File: src/rtl/alu_pkg.sv
// Shared definitions for the sequential ALU.
// - OP_* : 3-bit opcode encodings carried on the operation bus.
// - state_t : control FSM states (IDLE / MUL / HOLD).
package alu_pkg;

    localparam logic [2:0] OP_AND  = 3'b000;
    localparam logic [2:0] OP_OR   = 3'b001;
    localparam logic [2:0] OP_ADD  = 3'b010;
    localparam logic [2:0] OP_NAND = 3'b011;
    localparam logic [2:0] OP_NOR  = 3'b100;
    localparam logic [2:0] OP_MUL  = 3'b101;
    localparam logic [2:0] OP_SUB  = 3'b110;
    localparam logic [2:0] OP_SLT  = 3'b111;

    typedef enum logic [1:0] {
        IDLE = 2'd0,
        MUL  = 2'd1,
        HOLD = 2'd2
    } state_t;

endpackage

File: src/rtl/alu_seq_nbit_if.sv
// Handshake bus between an ALU producer/consumer and the ALU.
// Input side : in_valid, in_ready, a, b, op
// Output side: out_valid, out_ready, result, zero, overflow
// master = the client driving operands and taking results; slave = the ALU.
interface alu_seq_nbit_if #(
    parameter int WIDTH = 4
);
    logic             in_valid;
    logic             in_ready;
    logic [WIDTH-1:0] a;
    logic [WIDTH-1:0] b;
    logic [2:0]       op;
    logic             out_valid;
    logic             out_ready;
    logic [WIDTH-1:0] result;
    logic             zero;
    logic             overflow;

    modport master (
        output in_valid, a, b, op, out_ready,
        input  in_ready, out_valid, result, zero, overflow
    );

    modport slave (
        input  in_valid, a, b, op, out_ready,
        output in_ready, out_valid, result, zero, overflow
    );
endinterface

File: src/rtl/alu_mul_seq.sv
// Iterative signed multiplier: radix-2 shift-add over operand magnitudes,
// one multiplier bit per clock, sign applied on the final iteration.
// Ports:
//   clk, rst     : clock, asynchronous active-high reset (aborts and clears)
//   start_i      : load a_i/b_i and begin; takes WIDTH further clocks
//   a_i, b_i     : signed operands
//   done_o       : high in the cycle whose closing edge completes the product
//   product_o    : low WIDTH bits of the signed product (valid with done_o)
//   overflow_o   : signed product does not fit in WIDTH bits (valid with done_o)
module alu_mul_seq #(
    parameter int WIDTH = 4
) (
    input  logic             clk,
    input  logic             rst,
    input  logic             start_i,
    input  logic [WIDTH-1:0] a_i,
    input  logic [WIDTH-1:0] b_i,
    output logic             done_o,
    output logic [WIDTH-1:0] product_o,
    output logic             overflow_o
);
    localparam logic [WIDTH-1:0] LAST = WIDTH'(WIDTH - 1);

    logic [2*WIDTH-1:0] acc_q;
    logic [WIDTH-1:0]   mcand_q;
    logic [WIDTH-1:0]   mplier_q;
    logic [WIDTH-1:0]   cnt_q;
    logic               busy_q;
    logic               neg_q;

    logic [2*WIDTH-1:0] add_term;
    logic [2*WIDTH-1:0] acc_d;
    logic [2*WIDTH-1:0] prod_signed;
    logic [WIDTH-1:0]   mag_a;
    logic [WIDTH-1:0]   mag_b;

    // Magnitude of the most negative value wraps to itself, which is the
    // correct unsigned magnitude 2^(WIDTH-1).
    assign mag_a = a_i[WIDTH-1] ? (~a_i + 1'b1) : a_i;
    assign mag_b = b_i[WIDTH-1] ? (~b_i + 1'b1) : b_i;

    assign add_term    = mplier_q[0] ? ({{WIDTH{1'b0}}, mcand_q} << cnt_q) : '0;
    assign acc_d       = acc_q + add_term;
    assign prod_signed = neg_q ? (~acc_d + 1'b1) : acc_d;

    assign done_o     = busy_q && (cnt_q == LAST);
    assign product_o  = prod_signed[WIDTH-1:0];
    // Fits iff the top WIDTH+1 bits are a pure sign extension.
    assign overflow_o = !((&prod_signed[2*WIDTH-1:WIDTH-1]) ||
                          (~|prod_signed[2*WIDTH-1:WIDTH-1]));

    always_ff @(posedge clk or posedge rst) begin
        if (rst) begin
            acc_q    <= '0;
            mcand_q  <= '0;
            mplier_q <= '0;
            cnt_q    <= '0;
            busy_q   <= 1'b0;
            neg_q    <= 1'b0;
        end else if (start_i) begin
            acc_q    <= '0;
            mcand_q  <= mag_a;
            mplier_q <= mag_b;
            cnt_q    <= '0;
            busy_q   <= 1'b1;
            neg_q    <= a_i[WIDTH-1] ^ b_i[WIDTH-1];
        end else if (busy_q) begin
            acc_q    <= acc_d;
            mplier_q <= mplier_q >> 1;
            cnt_q    <= cnt_q + 1'b1;
            if (done_o) begin
                busy_q <= 1'b0;
            end
        end
    end
endmodule

File: src/rtl/alu_seq_nbit.sv
// Registered N-bit ALU with valid/ready handshake on both sides.
// Single-cycle ops land in the output registers on the accept edge; MUL runs
// through alu_mul_seq and lands WIDTH edges after acceptance.
// Ports:
//   clk, rst : clock, asynchronous active-high reset
//   bus      : alu_seq_nbit_if slave (operands/opcode in, result/flags out)
module alu_seq_nbit
    import alu_pkg::*;
#(
    parameter int WIDTH  = 4,
    parameter int MUL_EN = 1
) (
    input  logic               clk,
    input  logic               rst,
    alu_seq_nbit_if.slave      bus
);
    state_t           state_q;
    logic             out_valid_q;
    logic [WIDTH-1:0] result_q;
    logic             zero_q;
    logic             overflow_q;

    logic             accept;
    logic             is_mul;
    logic             mul_start;
    logic             mul_done;
    logic [WIDTH-1:0] mul_prod;
    logic             mul_ovf;

    logic [WIDTH-1:0] sum;
    logic [WIDTH-1:0] diff;
    logic             add_ovf;
    logic             sub_ovf;
    logic [WIDTH-1:0] alu_res;
    logic             alu_ovf;

    // Out_ready -> in_ready is the only combinational path through the block.
    assign bus.in_ready  = !rst && ((state_q == IDLE) ||
                                    ((state_q == HOLD) && bus.out_ready));
    assign accept        = bus.in_valid && bus.in_ready;
    assign is_mul        = (MUL_EN != 0) && (bus.op == OP_MUL);
    assign mul_start     = accept && is_mul;

    assign bus.out_valid = out_valid_q;
    assign bus.result    = result_q;
    assign bus.zero      = zero_q;
    assign bus.overflow  = overflow_q;

    assign sum     = bus.a + bus.b;
    assign diff    = bus.a + ~bus.b + 1'b1;
    assign add_ovf = (bus.a[WIDTH-1] == bus.b[WIDTH-1]) && (sum[WIDTH-1] != bus.a[WIDTH-1]);
    assign sub_ovf = (bus.a[WIDTH-1] != bus.b[WIDTH-1]) && (diff[WIDTH-1] != bus.a[WIDTH-1]);

    always_comb begin
        alu_res = '0;
        alu_ovf = 1'b0;
        case (bus.op)
            OP_AND:  alu_res = bus.a & bus.b;
            OP_OR:   alu_res = bus.a | bus.b;
            OP_ADD:  begin alu_res = sum;  alu_ovf = add_ovf; end
            OP_NAND: alu_res = ~(bus.a & bus.b);
            OP_NOR:  alu_res = ~(bus.a | bus.b);
            OP_SUB:  begin alu_res = diff; alu_ovf = sub_ovf; end
            // Sign of A-B corrected by its overflow gives a true signed compare.
            OP_SLT:  begin
                alu_res = {{(WIDTH-1){1'b0}}, diff[WIDTH-1] ^ sub_ovf};
                alu_ovf = sub_ovf;
            end
            default: begin alu_res = '0; alu_ovf = 1'b0; end
        endcase
    end

    alu_mul_seq #(.WIDTH(WIDTH)) u_mul (
        .clk        (clk),
        .rst        (rst),
        .start_i    (mul_start),
        .a_i        (bus.a),
        .b_i        (bus.b),
        .done_o     (mul_done),
        .product_o  (mul_prod),
        .overflow_o (mul_ovf)
    );

    always_ff @(posedge clk or posedge rst) begin
        if (rst) begin
            state_q     <= IDLE;
            out_valid_q <= 1'b0;
            result_q    <= '0;
            zero_q      <= 1'b0;
            overflow_q  <= 1'b0;
        end else if (accept) begin
            // Accept is only possible from IDLE or from HOLD with out_ready.
            if (is_mul) begin
                state_q     <= MUL;
                out_valid_q <= 1'b0;
            end else begin
                state_q     <= HOLD;
                out_valid_q <= 1'b1;
                result_q    <= alu_res;
                zero_q      <= (alu_res == '0);
                overflow_q  <= alu_ovf;
            end
        end else begin
            case (state_q)
                MUL: begin
                    if (mul_done) begin
                        state_q     <= HOLD;
                        out_valid_q <= 1'b1;
                        result_q    <= mul_prod;
                        zero_q      <= (mul_prod == '0);
                        overflow_q  <= mul_ovf;
                    end
                end
                HOLD: begin
                    if (bus.out_ready) begin
                        state_q     <= IDLE;
                        out_valid_q <= 1'b0;
                    end
                end
                IDLE: ;
                default: begin
                    state_q     <= IDLE;
                    out_valid_q <= 1'b0;
                end
            endcase
        end
    end
endmodule

File: src/flat_wrapper.sv
// flat-port wrapper written by rule: the top's interface ports become plain ports
module alu_seq_nbit_flat import alu_pkg::*;
#(
    parameter int WIDTH  = 4,
    parameter int MUL_EN = 1
)
  (clk, rst, bus_in_valid, bus_a, bus_b, bus_op, bus_out_ready, bus_in_ready, bus_out_valid, bus_result, bus_zero, bus_overflow);
  alu_seq_nbit_if #(.WIDTH(WIDTH)) bus_i ();
  input  logic clk;
  input  logic rst;
  input wire logic [$bits(bus_i.in_valid)-1:0] bus_in_valid;
  input wire logic [$bits(bus_i.a)-1:0] bus_a;
  input wire logic [$bits(bus_i.b)-1:0] bus_b;
  input wire logic [$bits(bus_i.op)-1:0] bus_op;
  input wire logic [$bits(bus_i.out_ready)-1:0] bus_out_ready;
  output wire logic [$bits(bus_i.in_ready)-1:0] bus_in_ready;
  output wire logic [$bits(bus_i.out_valid)-1:0] bus_out_valid;
  output wire logic [$bits(bus_i.result)-1:0] bus_result;
  output wire logic [$bits(bus_i.zero)-1:0] bus_zero;
  output wire logic [$bits(bus_i.overflow)-1:0] bus_overflow;
  assign bus_i.in_valid = bus_in_valid;
  assign bus_i.a = bus_a;
  assign bus_i.b = bus_b;
  assign bus_i.op = bus_op;
  assign bus_i.out_ready = bus_out_ready;
  assign bus_in_ready = bus_i.in_ready;
  assign bus_out_valid = bus_i.out_valid;
  assign bus_result = bus_i.result;
  assign bus_zero = bus_i.zero;
  assign bus_overflow = bus_i.overflow;
  alu_seq_nbit #(.WIDTH(WIDTH), .MUL_EN(MUL_EN)) u_core (.clk(clk), .rst(rst), .bus(bus_i));
endmodule
File: config.mk
export PLATFORM = sky130hd
export DESIGN_NAME = alu_seq_nbit_flat
export DESIGN_NICKNAME = d
export VERILOG_FILES = /design/src/rtl/alu_pkg.sv /design/src/rtl/alu_seq_nbit_if.sv /design/src/rtl/alu_mul_seq.sv /design/src/rtl/alu_seq_nbit.sv /design/src/flat_wrapper.sv
export SDC_FILE = /design/constraint.sdc
export NUM_CORES = 1
export LEC_CHECK = 0
export BUFFER_PORTS_ARGS = -buffer_cell sky130_fd_sc_hd__buf_2
export CAP_MARGIN = 20
export CELL_PAD_IN_SITES_DETAIL_PLACEMENT = 1
export CELL_PAD_IN_SITES_GLOBAL_PLACEMENT = 1
export CORE_AREA = 2 2 76 78
export DETAILED_ROUTE_END_ITERATION = 6
export DIE_AREA = 0 0 78 80
export PLACE_DENSITY = 0.84
export SLEW_MARGIN = 0
export SYNTH_ARGS = -nofsm -noshare
export SYNTH_HDL_FRONTEND = slang
export SYNTH_HIERARCHICAL = 1
export SYNTH_SLANG_ARGS = --single-unit
File: constraint.sdc
create_clock -name clk -period 5.33 [get_ports clk]
set_input_delay 0.533 -clock clk [delete_from_list [all_inputs] [get_ports clk]]
set_output_delay 0.533 -clock clk [all_outputs]
set_load 0.05 [all_outputs]
; After elaboration in Yosys (flattened, before gate mapping)
; Cells that the tools add are included.
[totals]
output_inout_bits = 8
inputBits = 15
register_bits = 31
[op_classes]
shifts = 1
addsub = 8
n_eq_ne = 18
n_bitwise = 9
mux = 37
n_reduce_logical = 24
[op_table]
columns = cell, count
row1 = $mux 4, 10
row2 = $mux 8, 4
row3 = $pmux 4 s7, 1
row4 = $add 4x1->4 const B, 4
row5 = $not 4->4, 4
row6 = $mux 1, 15
row7 = $eq 3x3->1 const B, 4
row8 = $add 4x4->4, 2
row9 = $add 8x1->8 const B, 1
row10 = $add 8x8->8, 1
row11 = $logic_not 4->1, 2
row12 = $mux 2, 4
row13 = $not 8->8, 1
row14 = $shl 4x4->8, 1
row15 = $logic_and 1x1->1, 7
row16 = $eq 3x2->1 const B, 2
row17 = $pmux 2 s3, 1
row18 = $reduce_and 3->1, 2
row19 = $reduce_bool 2->1, 3
row20 = $reduce_and 5->1, 1
row21 = $reduce_or 5->1, 1
row22 = $and 4x4->4, 1
row23 = $eq 4x2->1 const B, 1
row24 = $or 4x4->4, 1
row25 = 17 further kinds, 23

; Longest topological paths before layout
[logic_depth]
depth_word = 13
ltp_mapped = 15
depth_no_buf = 14

; Hierarchy
; Netlist, hierarchy kept.
[modules_own_cells]
columns = mod, area_each_um2, instances, cells_per_inst
row1 = alu_mul_seq, 1635.3, 1, 178
row2 = alu_seq_nbit, 1012.2, 1, 126

; Worst setup path after synthesis
; No wires, ideal clock.
[synth_timing]
kind = reg2reg
from = register u_core.u_mul.cnt_q[0]
to = register u_core.overflow_q (netlist: u_core/bus.overflow)
required_ns = 5.243
slack_ns = 2.053
synth_period_minus_slack_ns = 3.277
t_arrival_ns = 3.191
path_stages_with_launch = 15
path_cell_list = dfrtp_1 buf_1 nor2_1 nand2_1 nor2_1 ha_1 fa_1 xnor2_1 nand3_1 or4_4 o21ai_2 xor2_1 mux2i_1 nand2_1 o211ai_1
[synth_via]
elab_chain_len = 13
word_cells_on_any_way = 18
[synth_rtl]
columns = item, line
row1 = from (decl), alu_mul_seq.sv:27  ; logic [WIDTH-1:0] cnt_q;
row2 = from (signal assigned), alu_mul_seq.sv:70  ; cnt_q <= cnt_q + 1'b1;
row3 = $shl 4x4->8 *, alu_mul_seq.sv:42  ; assign add_term = mplier_q[0] ? ({{WIDTH{1'b0}}, mcand_q} << cnt_q) : '0;
row4 = $mux 8 *, alu_mul_seq.sv:42
row5 = $add 8x8->8 *, alu_mul_seq.sv:43  ; assign acc_d = acc_q + add_term;
row6 = $not 8->8, alu_mul_seq.sv:44  ; assign prod_signed = neg_q ? (~acc_d + 1'b1) : acc_d;
row7 = $add 8x1->8, alu_mul_seq.sv:44
row8 = $mux 8 *, alu_mul_seq.sv:44
row9 = $reduce_or 5->1, alu_mul_seq.sv:50  ; (~|prod_signed[2*WIDTH-1:WIDTH-1]));
row10 = $logic_not 1->1, alu_mul_seq.sv:50
row11 = $logic_or 1x1->1 *, alu_mul_seq.sv:49  ; assign overflow_o = !((&prod_signed[2*WIDTH-1:WIDTH-1]) ||
row12 = $logic_not 1->1 *, alu_mul_seq.sv:49
row13 = via u_core.mul_ovf, alu_seq_nbit.sv:28  ; logic mul_ovf;
row14 = $mux 1 *, alu_seq_nbit.sv:106  ; if (mul_done) begin
row15 = $mux 1 *, alu_seq_nbit.sv:104  ; case (state_q)
row16 = $mux 1 *, alu_seq_nbit.sv:91  ; end else if (accept) begin
row17 = to (signal assigned), alu_seq_nbit.sv:101  ; overflow_q <= alu_ovf;
row18 = to (signal assigned), alu_seq_nbit.sv:111  ; overflow_q <= mul_ovf;
row19 = to (decl), alu_seq_nbit.sv:21  ; logic overflow_q;
; The timed path passes the listed nets; every way through them passes the cells marked *. The select of a mux whose other input is x is not followed.
; A chain may end at the register's enable or synchronous reset.

; Final worst setup path
; Ends and elaborated chain as after synthesis.

==> results.ini <==
[cts]
clk_path_buf_depth = 2
cts.hold.buffers_added = 0
cts_tree = built
cts_buffers = 5
post_cts.repair.setup_buffers = 0
post_cts_resized = 0
clock_tree.htree_level_count = 2
cts_num_sinks = 30
cts.clk_slew.worst_paths_ns = 0.07
cts_root_buf = sky130_fd_sc_hd__clkbuf_8
clock_latency_ns = 0.29

[timing]
finalCritPeriodShare_pct = 66.54
max-slew-margin-rel_pct = 40.50
setup_repair_after_global_routing_missed_its_margin = false
slew_violations = 0
final_hold_violations = 0
finClkSkew_ns = 0.004463
worst-slew-pin-transition_ns = 0.8916
fmax_ghz = 0.2820
fin_tns_setup_ns = 0
whs_ns = 0.2138
min_period_ns = 3.547
setup_violations = 0

[die]
die_w_um = 78
core_region_area_um2 = 5405
die_area_um2 = 6240
fp.dieH_um = 80
row_count = 27
initial_utilization_pct = 48.98
pin_count = 23

[routing]
routed_via_density = 5.810
routed_wl_um = 6775
routedWlPerCell_um = 17.20
detail_route.first_pass.iterations = 4
drt_initial_violations = 95
detail-route-antenna-nets = 0
routed-via-count = 2289
drc = 0

[setup_path]
r2r_slack_ns = 1.78
critical_path.n_buffers_inverters = 0
start_kind = register
timing_worst_setup_path_type = reg -> reg
crit_required_ns = 5.53
timing.critical_path.cells = nor2_1 > nand2_1 > nor2_1 > ha_1 > fa_1 > xnor2_1 > nand3_1 > or4_4 > o21ai_2 > xor2_1 > mux2i_1 > nand2_1 > o211ai_1
critPathTopFamily = simple AND/OR/NAND/NOR gates
critical_path.max_stage_delay_ns = 0.63
critical_path_peak_fanout = 14
critical_path_arrival_ns = 3.75
critPathSlowestCell = sky130_fd_sc_hd__dfrtp_1
worstSetupEndpointType = register

[synthesis]
flip_flop_and_latch_count_after_synthesis = 30
synthesis.instances = 304
ys_seq_area_share_pct = 28.36
synth_top_cell_by_area = sky130_fd_sc_hd__dfrtp_1
synth.avg_cell_area_um2 = 8.709
netlist.area_leader.share_pct = 28.36
postSynth.asyncResetShare_pct = 100.0
ys.flop_type = sky130_fd_sc_hd__dfrtp_1
netlist_area_before_placement_um2 = 2648
synth_nets = 345
synth_enable_flop_cells = 0
synth.top_cells.by_area = sky130_fd_sc_hd__dfrtp_1 28%, sky130_fd_sc_hd__ha_1 10%, sky130_fd_sc_hd__mux2i_1 6.0%
yosysWarningCount = 6
synth.distinct_cells = 55

[finish]
layout.area.seq_um2 = 750.7
design.final.nets = 362
drive_above_1_share_pct = 14.60
post-route-cell-area_um2 = 2890
multi_input_comb_area_um2 = 1765
insertedDiodeCount = 0
nFillCells = 651
areaGrowthSynthToFinish_pct = 9.168

[pwr]
power.density_nw_per_um2 = 447.5
design_power_mw = 1.293
irDropWorstVdd_v = 0.0001928
leakagePower_nw = 1.333

[global_route]
grt_start_max_net_pins = 30
grt_antenna_before_repair = 0
grt.total_usage_pct = 23.63
vias_in_the_first_global_route = 2376
grt_pass1_wl_um = 11600
overflow = 0

[placement]
dp.final_hpwl_um = 5161
detailed_place.area_um2 = 2799
globalplace.congestion = 0.9178
port_buffers = 22

[flow_run]
drv.max_cap_violation_count = 0

[worst_hold_path]
worst_min_delay_path_class = in -> async

[run_status]
outcome = complete, no violations

[registers in the layout, indices dropped and copies added, names as in the netlist, 2 cells and up]
signal and cells:
u_core/state_q 2, u_core/u_mul/mplier_q 4, u_core/u_mul/cnt_q 4, u_core/u_mul/mcand_q 4
u_core/u_mul/acc_q 8, u_core/bus.result 4
[power by group]
group	switching, mW	leakage [nW]	internal (mW)
Sequential	0.117	0.374	0.311
Combinational	0.402	0.911	0.264
Clock	0.0944	0.0482	0.104
Total	0.614	1.33	0.680
[area by class of cell]
class	count	area share (%)
clock buffer	7	2.987
clock inverter	1	0.1732
inverter	20	2.597
multi-input combinational	241	61.08
sequential	30	25.97
tap	72	3.117
timing repair buffer	23	4.069
[logic make-up after synthesis]
group	count (synthesis)	synth area share, %
flops	30	28.36
compound gates	71	19.19
fa+ha+maj	26	13.42
xor+xnor	19	6.569
buf+inv	33	5.056
simple gates	106	20.09
mux	19	7.325
[path summary, 6_finish.rpt]
path                                        from                        to  depth (start not counted)
max                        u_core/u_mul/cnt_q[0]       u_core/bus.overflow                         13
min                                          rst      u_core/bus.result[2]                          2
max reg2reg                u_core/u_mul/cnt_q[0]       u_core/bus.overflow                         13
min reg2reg                 u_core/bus.result[0]      u_core/bus.result[0]                          1
max in group asynchronous                    rst  u_core/u_mul/mplier_q[3]                          2
min in group clk            u_core/bus.result[0]      u_core/bus.result[0]                          1
[synthesized netlist by cell type (4+ instances only)]
cell type	instances
sky130_fd_sc_hd__clkbuf_1	4
sky130_fd_sc_hd__a21oi_1	15
sky130_fd_sc_hd__nand2b_1	11
sky130_fd_sc_hd__dfrtp_1	30
sky130_fd_sc_hd__mux2i_1	16
sky130_fd_sc_hd__a211oi_2	4
sky130_fd_sc_hd__fa_1	4
sky130_fd_sc_hd__nor2_1	38
sky130_fd_sc_hd__a211oi_1	8
sky130_fd_sc_hd__nor3_1	6
sky130_fd_sc_hd__o21ai_0	11
sky130_fd_sc_hd__a21o_1	4
sky130_fd_sc_hd__nand3_1	6
sky130_fd_sc_hd__inv_1	18
sky130_fd_sc_hd__nor2b_1	8
sky130_fd_sc_hd__xor2_1	4
sky130_fd_sc_hd__nand2_1	19
sky130_fd_sc_hd__xnor2_1	14
sky130_fd_sc_hd__buf_2	5
sky130_fd_sc_hd__ha_1	22
[layer usage]
| metal | vias to the layer above | share of wire (%) | global-route usage [%] |
|---|---|---|---|
| li1 | 1104 | - | - |
| met1 | 1132 | 46 | 30.58 |
| met5 | - | 0 | 0 |
| met2 | 39 | 49 | 40.34 |
| met3 | 14 | 2.7 | 3.620 |
| met4 | 0 | 2.3 | 7.895 |
[placed cells by master, fill, tap and decap left out, types with 6 or more instances in the layout]
master / n
sky130_fd_sc_hd__a211oi_1: 8
sky130_fd_sc_hd__a21oi_1: 15
sky130_fd_sc_hd__buf_2: 22
sky130_fd_sc_hd__clkbuf_8: 6
sky130_fd_sc_hd__dfrtp_1: 30
sky130_fd_sc_hd__ha_1: 22
sky130_fd_sc_hd__inv_1: 18
sky130_fd_sc_hd__mux2i_1: 16
sky130_fd_sc_hd__nand2_1: 19
sky130_fd_sc_hd__nand2b_1: 11
sky130_fd_sc_hd__nand3_1: 6
sky130_fd_sc_hd__nor2_1: 37
sky130_fd_sc_hd__nor2b_1: 8
sky130_fd_sc_hd__nor3_1: 6
sky130_fd_sc_hd__o21ai_0: 11
sky130_fd_sc_hd__xnor2_1: 14
[worst register-to-register path, delay by kind of cell (launching register included)]
kind | cells | cell delay [ns]
XOR/XNOR | 2 | 0.57
AND/OR/NAND/NOR | 6 | 1.10
multiplexers | 1 | 0.22
AO/OA/AOI/OAI | 2 | 0.28
adder cells (fa/ha/maj) | 2 | 0.68
flip-flops | 1 | 0.63
[through the flow]
stage / util, % / cells / worst slack, ns
floorplan: - / 304 / 2.053
CTS: 53.47 / 394 / 1.733
finish: 53.47 / 394 / 1.783
global route: 53.47 / 394 / 1.502
global placement: 51.78 / 386 / 1.860
detailed placement: 51.78 / 386 / 1.802
Note: power is estimated with default switching activity, not from simulation.
